[config.mk]
export PLATFORM = sky130hd
export DESIGN_NAME = transceiver_cal_sequencer
export DESIGN_NICKNAME = d
export VERILOG_FILES = /design/src/rtl/transceiver_cal_sequencer_pkg.sv /design/src/rtl/transceiver_cal_sequencer.sv
export SDC_FILE = /design/constraint.sdc
export NUM_CORES = 1
export LEC_CHECK = 0
export BUFFER_PORTS_ARGS = -buffer_cell sky130_fd_sc_hd__buf_2
export CAP_MARGIN = 40
export CORE_MARGIN = 2
export CORE_UTILIZATION = 60
export DETAILED_ROUTE_END_ITERATION = 8
export PLACE_DENSITY = 0.84
export SYNTH_ARGS = -nofsm -noshare
export SYNTH_HDL_FRONTEND = slang
export SYNTH_SLANG_ARGS = --single-unit
export TNS_END_PERCENT = 1
[constraint.sdc]
create_clock -name i_sys_clk_120 -period 4.3 [get_ports i_sys_clk_120]
set_input_delay 0.215 -clock i_sys_clk_120 [delete_from_list [all_inputs] [get_ports i_sys_clk_120]]
set_output_delay 0.215 -clock i_sys_clk_120 [all_outputs]
set_load 0.03 [all_outputs]
[src/rtl/transceiver_cal_sequencer_pkg.sv]
// Shared definitions for the transceiver calibration sequencer: state
// encodings, default timing/retry values and width helpers.
package transceiver_cal_sequencer_pkg;

  // Sequencer states; the encoding is exported on o_state for monitoring.
  typedef enum logic [2:0] {
    CAL_SEQ_IDLE    = 3'd0,
    CAL_SEQ_REQ     = 3'd1,
    CAL_SEQ_RELEASE = 3'd2,
    CAL_SEQ_BACKOFF = 3'd3,
    CAL_SEQ_LINKED  = 3'd4,
    CAL_SEQ_FAILED  = 3'd5
  } cal_seq_state_e;

  localparam int DEF_TIMEOUT_CYCLES = 32'sd4096;
  localparam int DEF_MAX_RETRIES    = 32'sd3;
  localparam int DEF_BACKOFF_CYCLES = 32'sd256;

  // Width of the retry counter; never narrower than one bit.
  function automatic int retry_width(input int max_retries);
    if (max_retries > 32'sd0) begin
      return $clog2(max_retries + 32'sd1);
    end else begin
      return 32'sd1;
    end
  endfunction

  // The single timer serves both wait-state timeouts and backoff, so it must
  // hold the larger of the two terminal values.
  function automatic int timer_width(input int timeout_cycles, input int backoff_cycles);
    int span;
    span = (timeout_cycles > backoff_cycles) ? timeout_cycles : backoff_cycles;
    if (span > 32'sd1) begin
      return $clog2(span);
    end else begin
      return 32'sd1;
    end
  endfunction

endpackage

[src/rtl/transceiver_cal_sequencer.sv]
// Calibration sequencer: drives a 4-phase cal request toward the PHY,
// evaluates done/fail, and applies timeout, bounded retry with backoff and
// retrain-on-demand. All inputs arrive already synchronized to i_sys_clk_120.
module transceiver_cal_sequencer
  import transceiver_cal_sequencer_pkg::*;
#(
  parameter int  TIMEOUT_CYCLES = DEF_TIMEOUT_CYCLES,
  parameter int  MAX_RETRIES    = DEF_MAX_RETRIES,
  parameter int  BACKOFF_CYCLES = DEF_BACKOFF_CYCLES,
  localparam int W_R            = retry_width(MAX_RETRIES)
) (
  input  logic           i_sys_clk_120,
  input  logic           i_sys_rst,
  input  logic           i_enable,
  input  logic           i_retrain,
  input  logic           i_link_lost,
  input  logic           i_cal_done,
  input  logic           i_cal_fail,
  output logic           o_cal_start,
  output logic           o_link_up,
  output logic           o_link_fail,
  output logic           o_timeout,
  output logic [W_R-1:0] o_retry_cnt,
  output logic [2:0]     o_state
);

  localparam int TW = timer_width(TIMEOUT_CYCLES, BACKOFF_CYCLES);

  localparam logic [TW-1:0]  TIMER_ZERO   = {TW{1'b0}};
  localparam logic [TW-1:0]  TIMER_ONE    = TW'(1);
  localparam logic [TW-1:0]  TIMER_MAX    = {TW{1'b1}};
  localparam logic [TW-1:0]  TIMEOUT_LAST = TW'(TIMEOUT_CYCLES - 1);
  localparam logic [TW-1:0]  BACKOFF_LAST = TW'(BACKOFF_CYCLES - 1);
  localparam logic [W_R-1:0] RETRY_ZERO   = {W_R{1'b0}};
  localparam logic [W_R-1:0] RETRY_ONE    = W_R'(1);
  localparam logic [W_R-1:0] RETRY_MAX    = W_R'(MAX_RETRIES);

  cal_seq_state_e state_r;
  logic [TW-1:0]  timer_r;
  logic [TW-1:0]  timer_inc_s;
  logic [W_R-1:0] retry_cnt_r;
  logic           result_ok_r;
  logic           abort_r;
  logic           abort_s;
  logic           acks_low_s;
  logic           cal_start_r;
  logic           link_up_r;
  logic           link_fail_r;
  logic           timeout_r;

  // The handshake may only complete once the PHY has withdrawn both acks.
  assign acks_low_s = ~i_cal_done & ~i_cal_fail;

  // A disable seen at any point during release turns it into an abort.
  assign abort_s = abort_r | ~i_enable;

  // Saturating timer increment; the timer is only ever compared by equality.
  always_comb begin
    timer_inc_s = timer_r;
    if (timer_r == TIMER_MAX) begin
      timer_inc_s = timer_r;
    end else begin
      timer_inc_s = timer_r + TIMER_ONE;
    end
  end

  // Sequencer FSM with its timer, retry counter and registered outputs.
  always_ff @(posedge i_sys_clk_120) begin
    if (i_sys_rst) begin
      state_r     <= CAL_SEQ_IDLE;
      timer_r     <= TIMER_ZERO;
      retry_cnt_r <= RETRY_ZERO;
      result_ok_r <= 1'b0;
      abort_r     <= 1'b0;
      cal_start_r <= 1'b0;
      link_up_r   <= 1'b0;
      link_fail_r <= 1'b0;
      timeout_r   <= 1'b0;
    end else begin
      timeout_r <= 1'b0;
      case (state_r)
        CAL_SEQ_IDLE: begin
          retry_cnt_r <= RETRY_ZERO;
          abort_r     <= 1'b0;
          if (i_enable) begin
            state_r     <= CAL_SEQ_REQ;
            cal_start_r <= 1'b1;
            timer_r     <= TIMER_ZERO;
            result_ok_r <= 1'b0;
          end else begin
            state_r <= CAL_SEQ_IDLE;
          end
        end

        CAL_SEQ_REQ: begin
          if (!i_enable) begin
            state_r     <= CAL_SEQ_RELEASE;
            abort_r     <= 1'b1;
            cal_start_r <= 1'b0;
            timer_r     <= TIMER_ZERO;
          end else if (i_cal_done) begin
            // done wins over a simultaneous fail
            state_r     <= CAL_SEQ_RELEASE;
            result_ok_r <= 1'b1;
            cal_start_r <= 1'b0;
            timer_r     <= TIMER_ZERO;
          end else if (i_cal_fail) begin
            state_r     <= CAL_SEQ_RELEASE;
            result_ok_r <= 1'b0;
            cal_start_r <= 1'b0;
            timer_r     <= TIMER_ZERO;
          end else if (timer_r == TIMEOUT_LAST) begin
            state_r     <= CAL_SEQ_RELEASE;
            result_ok_r <= 1'b0;
            cal_start_r <= 1'b0;
            timer_r     <= TIMER_ZERO;
            timeout_r   <= 1'b1;
          end else begin
            timer_r <= timer_inc_s;
          end
        end

        CAL_SEQ_RELEASE: begin
          if (acks_low_s) begin
            timer_r <= TIMER_ZERO;
            abort_r <= 1'b0;
            if (abort_s) begin
              state_r     <= CAL_SEQ_IDLE;
              retry_cnt_r <= RETRY_ZERO;
            end else if (result_ok_r) begin
              state_r   <= CAL_SEQ_LINKED;
              link_up_r <= 1'b1;
            end else if (retry_cnt_r == RETRY_MAX) begin
              state_r     <= CAL_SEQ_FAILED;
              link_fail_r <= 1'b1;
            end else begin
              state_r     <= CAL_SEQ_BACKOFF;
              retry_cnt_r <= retry_cnt_r + RETRY_ONE;
            end
          end else if (timer_r == TIMEOUT_LAST) begin
            // Peer never withdrew its ack.
            timer_r   <= TIMER_ZERO;
            timeout_r <= 1'b1;
            abort_r   <= 1'b0;
            if (abort_s) begin
              state_r     <= CAL_SEQ_IDLE;
              retry_cnt_r <= RETRY_ZERO;
            end else begin
              state_r     <= CAL_SEQ_FAILED;
              link_fail_r <= 1'b1;
            end
          end else begin
            timer_r <= timer_inc_s;
            abort_r <= abort_s;
          end
        end

        CAL_SEQ_BACKOFF: begin
          if (!i_enable) begin
            state_r     <= CAL_SEQ_IDLE;
            retry_cnt_r <= RETRY_ZERO;
            timer_r     <= TIMER_ZERO;
          end else if (timer_r == BACKOFF_LAST) begin
            state_r     <= CAL_SEQ_REQ;
            cal_start_r <= 1'b1;
            result_ok_r <= 1'b0;
            timer_r     <= TIMER_ZERO;
          end else begin
            timer_r <= timer_inc_s;
          end
        end

        CAL_SEQ_LINKED: begin
          if (!i_enable) begin
            state_r     <= CAL_SEQ_IDLE;
            link_up_r   <= 1'b0;
            retry_cnt_r <= RETRY_ZERO;
          end else if (i_retrain || i_link_lost) begin
            state_r     <= CAL_SEQ_REQ;
            link_up_r   <= 1'b0;
            cal_start_r <= 1'b1;
            retry_cnt_r <= RETRY_ZERO;
            result_ok_r <= 1'b0;
            timer_r     <= TIMER_ZERO;
          end else begin
            state_r <= CAL_SEQ_LINKED;
          end
        end

        CAL_SEQ_FAILED: begin
          if (!i_enable) begin
            state_r     <= CAL_SEQ_IDLE;
            link_fail_r <= 1'b0;
            retry_cnt_r <= RETRY_ZERO;
          end else if (i_retrain) begin
            state_r     <= CAL_SEQ_REQ;
            link_fail_r <= 1'b0;
            cal_start_r <= 1'b1;
            retry_cnt_r <= RETRY_ZERO;
            result_ok_r <= 1'b0;
            timer_r     <= TIMER_ZERO;
          end else begin
            state_r <= CAL_SEQ_FAILED;
          end
        end

        default: begin
          state_r     <= CAL_SEQ_IDLE;
          timer_r     <= TIMER_ZERO;
          retry_cnt_r <= RETRY_ZERO;
          result_ok_r <= 1'b0;
          abort_r     <= 1'b0;
          cal_start_r <= 1'b0;
          link_up_r   <= 1'b0;
          link_fail_r <= 1'b0;
        end
      endcase
    end
  end

  assign o_cal_start = cal_start_r;
  assign o_link_up   = link_up_r;
  assign o_link_fail = link_fail_r;
  assign o_timeout   = timeout_r;
  assign o_retry_cnt = retry_cnt_r;
  assign o_state     = state_r;

endmodule

== After elaboration in Yosys (flattened, before gate mapping) ==
Cells that the tools add are included.
Operators by class
  add/sub/neg operators: 2
  equal/unequal tests: 34
  muxes and demuxes: 89
  bitwise operators: 10
  reductions and logical operators: 13
Operators with widths (count)
  $mux W12: 13
  $pmux W12 S6: 1
  $mux W3: 16
  $mux W1: 40
  $ne A3 B3 Y1 const B: 11
  $ne A2 B2 Y1 const B: 13
  $mux W2: 11
  $pmux W3 S6: 1
  $add A12 B1 Y12 const B: 1
  $eq A12 B12 Y1 const B: 1
  $eq A12 B8 Y1 const B: 1
  $pmux W1 S6: 2
  $pmux W2 S5: 1
  $reduce_and A10 Y1: 1
  $reduce_and A5 Y1: 2
  $pmux W1 S3: 3
  $reduce_and A9 Y1: 1
  $not A1 Y1: 8
  $reduce_and A8 Y1: 1
  $reduce_or A4 Y1: 2
  $reduce_and A7 Y1: 1
  $eq A3 B2 Y1 const B: 2
  $eq A3 B3 Y1 const B: 2
  $ne A5 B5 Y1 const B: 1
  other kinds (12): 12
Word-level totals
  register bits after elaboration: 23
  input port bits: 7
  output and inout bits: 9
  logic and storage cells: 157

== Longest topological paths before layout ==
  word-level depth: 7
  gate-level depth with buffers: 8
  mapped depth without buffers: 7

== Least setup slack after synthesis ==
No wires, ideal clock.
  path type: register to register
  start: register state_r[2] (netlist: o_state[2])
  end: register timer_r[6]
  library setup time: 0.122 ns
  arrival: 1.887 ns
  required time: 4.178 ns
  slack: 2.291 ns
  cell stages (with the launch flop): 7
  buffers on the path: 1
  path through: dfxtp_1 > buf_4 > nand4b_1 > o21ai_0 > a221o_2 > o2111a_1 > a221o_1
On the way
  word-level cells in the longest chain between the ends: 3
  elaborated cells between the ends (all ways): 13
RTL lines
  start: declaration: line transceiver_cal_sequencer.sv:38  | cal_seq_state_e state_r;
  start signal: assignment: line transceiver_cal_sequencer.sv:70  | state_r <= CAL_SEQ_IDLE;
  start signal: assignment: line transceiver_cal_sequencer.sv:86  | state_r <= CAL_SEQ_REQ;
  start signal: assignment: line transceiver_cal_sequencer.sv:91  | state_r <= CAL_SEQ_IDLE;
  $eq A3 B3 Y1 or $logic_not A3 Y1 (tied branches): line transceiver_cal_sequencer.sv:81  | case (state_r)
  $ne A2 B2 Y1 (no source line)
  $reduce_and A5 Y1 (no source line)
  end signal: assignment: line transceiver_cal_sequencer.sv:119  | timer_r <= timer_inc_s;
  end signal: assignment: line transceiver_cal_sequencer.sv:153  | timer_r <= timer_inc_s;
  end signal: assignment: line transceiver_cal_sequencer.sv:169  | timer_r <= timer_inc_s;
  end: declaration: line transceiver_cal_sequencer.sv:39  | logic [TW-1:0] timer_r;
Several ways; a longest one is shown, not always the timed one.
A chain may end at the register's enable or synchronous reset.

== Final worst setup path ==
  start: register timer_r[0]
  end: register cal_start_r (netlist: o_cal_start)
On the way
  word-level cells in the longest chain between the ends: 3
  elaborated cells between the ends (all ways): 5
RTL lines
  $eq A12 B12 Y1 or $eq A12 B8 Y1 (tied branches): line transceiver_cal_sequencer.sv:112, transceiver_cal_sequencer.sv:163
  $ne A5 B5 Y1 (no source line) or $ne A2 B2 Y1 (tied branches)
  $reduce_and A9 Y1 (no source line) (*)
  end signal: assignment: line transceiver_cal_sequencer.sv:105  | cal_start_r <= 1'b0;
  end signal: assignment: line transceiver_cal_sequencer.sv:110  | cal_start_r <= 1'b0;
  end signal: assignment: line transceiver_cal_sequencer.sv:115  | cal_start_r <= 1'b0;
  end: declaration: line transceiver_cal_sequencer.sv:46  | logic cal_start_r;
Every way passes the cells marked *; elsewhere a longest branch is shown, timed or not.

==> results.cfg <==
[clock_network]
numClockSinks = 23
cts_hold_buffers = 0
path_clk_slew_ns = 0.13
cts_tree = done
root_buffer = clkbuf_4
cts_resized = 0
cts_htree_levels = 1
cts_buffers = 3
clockBufferDepth = 2
clkLatencyLatePin_ns = 0.33
postCtsSetupRepairBufs = 0

[logic_synthesis]
synth_top_flop_cell = dfxtp_1
seq_area_frac_synth_pct = 28.7
synth_area_leaders = dfxtp_1, nand2_1, nor3_1, a21oi_1, nand2b_1
avgSynthCellArea_um2 = 7.95
ys_warn_count = 0
yosysTopAreaCellShare_pct = 28.7
synthArstFlopShare_pct = 0
synth_most_common_cell = dfxtp_1
syn_nets = 212
ys_ff_latch = 23
synth_commonest_cells = dfxtp_1, nand2_1, nor3_1
synth_cell_type_count = 59
syn_inst = 202
synth_edf_count = 0
yosys.area.top_type = dfxtp_1
syn-cell-area_um2 = 1610

[flow_run]
drv_cap = 0

[detailed_routing]
drc = 0
vias_per_cell = 6.97
wl_um = 4100
first_pass_iters = 5
drt_iter0_drc = 122
num_vias = 1665
final_antenna_net_count = 0
wire_per_inst_um = 17.1

[layout]
final_core_util_pct = 67.2
multi_input_area_um2 = 1050
nets = 220
largest_register_ffs = 12
fillCellCount = 212
diodes = 0
stdcell_count = 239
top_register = timer_r
syn2layout_area_growth_pct = 4.60
drive_gt1_share_pct = 13.9
register_area_um2 = 460

[critical_path]
startpoint = timer_r[0]
r2r-start = timer_r[0]
rrSetupSlack_ns = 1.70
r2r_cells = 7
required_ns = 4.57
worstSetupPathType = reg2reg
cp.arrival_ns = 2.87
start_kind = register
critPathMaxFanout = 12
r2r_end = o_cal_start
crit_end = o_cal_start
cp-end-kind = register

[grt]
grt_usage_pct = 26.9
grt_max_degree = 22
grt_pass1_vias = 1500
grt-ovfl-total = 0
grt_pass1_wl_um = 6800
antenna_found_initial = 0

[floorplan]
io_pins = 16
num_rows = 18
die_h_um = 55.7
die_area_um2 = 3110
initial_utilization_pct = 64.2
dieWidth_um = 55.7
core_area_um2 = 2500

[timing]
maxSlewViolCount = 0
min_period_ns = 2.60
rsz0062_at_grt = no
timing.fmax_ghz = 0.384
relSlewSlack_pct = 44.3
skew_ns = 0.00659
post-route-worst-setup-slack_ns = 1.70
hold_violations = 0
setup_tns_ns = 0
worst_pin_slew_ns = 0.829
min_period_over_period_pct = 60.5
setup_viol = 0

[power_and_ir_drop]
ir_drop_mv = 0.301
p_per_area_nw_per_um2 = 405
power_uw = 680
leakage_uw = 0.000588

[placement]
routabilityCongestion = 0.948
pre_cts_ws_ns = 1.75
port_buffers = 15
dp.cells = 235
hpwlAfterDp_um = 2940

[outcome]
status = complete, no violations

[min_path]
hold_start = i_link_lost
hp-class = in2reg
logic make-up after synthesis:
group / after synthesis / synth area share [%]
AND/OR/NAND/NOR: 90 / 33.5
AO/OA/AOI/OAI: 65 / 29.3
flip-flops: 23 / 28.7
buffers and inverters: 21 / 6.16
adder cells (fa/ha/maj): 3 / 2.34
worst max-delay path, stage by stage, from the launching register on:
cell	delay [ns]
dfxtp_1	0.40
ha_1	0.22
nand3_1	0.16
nor3_2	0.62
inv_2	0.22
and2_4	0.26
or4b_1	0.52
a21oi_1	0.14
stage by stage:
| stage | instance area (µm²) | hold slack [ns] |
|---|---|---|
| 5_1_grt | 1680 | 0.233 |
| 6_report | 1680 | 0.227 |
| 3_3_place_gp | 1650 | 0.461 |
| 3_5_place_dp | 1650 | 0.469 |
| 4_1_cts | 1680 | 0.217 |
| 2_1_floorplan | 1610 | 0.422 |
how the worst min path moves through the flow:
stage	to	slack [ns]	cells after the start
after floorplan	o_link_up	0.42	3
after global placement	timer_r[1]	0.46	2
after detailed placement	o_cal_start	0.47	2
after CTS	o_link_up	0.22	4
after global routing	o_link_up	0.23	4
final	o_link_up	0.23	4
report_power, final:
part	internal, µW	switching (µW)
registers	232	48.8
logic	113	181
clock network	36.4	69.4
total	381	299
layout make-up:
type | instances | share of cell area [%]
Clock buffer | 4 | 1.56
Inverter | 9 | 2.01
Multi-Input combinational cell | 158 | 62.3
Sequential cell | 23 | 27.4
Tap cell | 30 | 2.24
Timing Repair Buffer | 15 | 4.47
metal layers:
| layer | track usage [%] | vias to the layer above | routed length, µm |
|---|---|---|---|
| met3 | 3.72 | 13 | 367 |
| met5 | 0 | - | 0 |
| met1 | 36.5 | 756 | 1760 |
| met4 | 14.3 | 0 | 116 |
| li1 | - | 787 | - |
| met2 | 41.2 | 109 | 1850 |
cell usage in the layout, fill, tap and decap left out, types with 2 or more instances in the layout:
cell      netlist  routed
ha_1            3       3
nor4bb_1        2       2
o211ai_1        3       3
a211oi_1        2       2
or4b_1          2       2
inv_1           8       8
buf_2           3      15
nor2b_1         2       2
o2111a_1        2       2
nand2b_1        8       8
o21ai_0         8       8
a311oi_1        2       2
dfxtp_1        23      23
nand2_1        19      19
a31oi_1         7       7
o221ai_1        2       2
nor3_1         13      13
nand3_1         6       6
o21a_1          4       4
a221o_1         2       2
o21ai_1         7       7
nand4b_1        3       3
nor2_1         11      11
o22ai_1         2       2
and3_1          3       3
nand4_1         4       4
a21oi_1        12      12
and4_1          3       3
clkbuf_4        0       3
(Power assumes the default switching activity.)
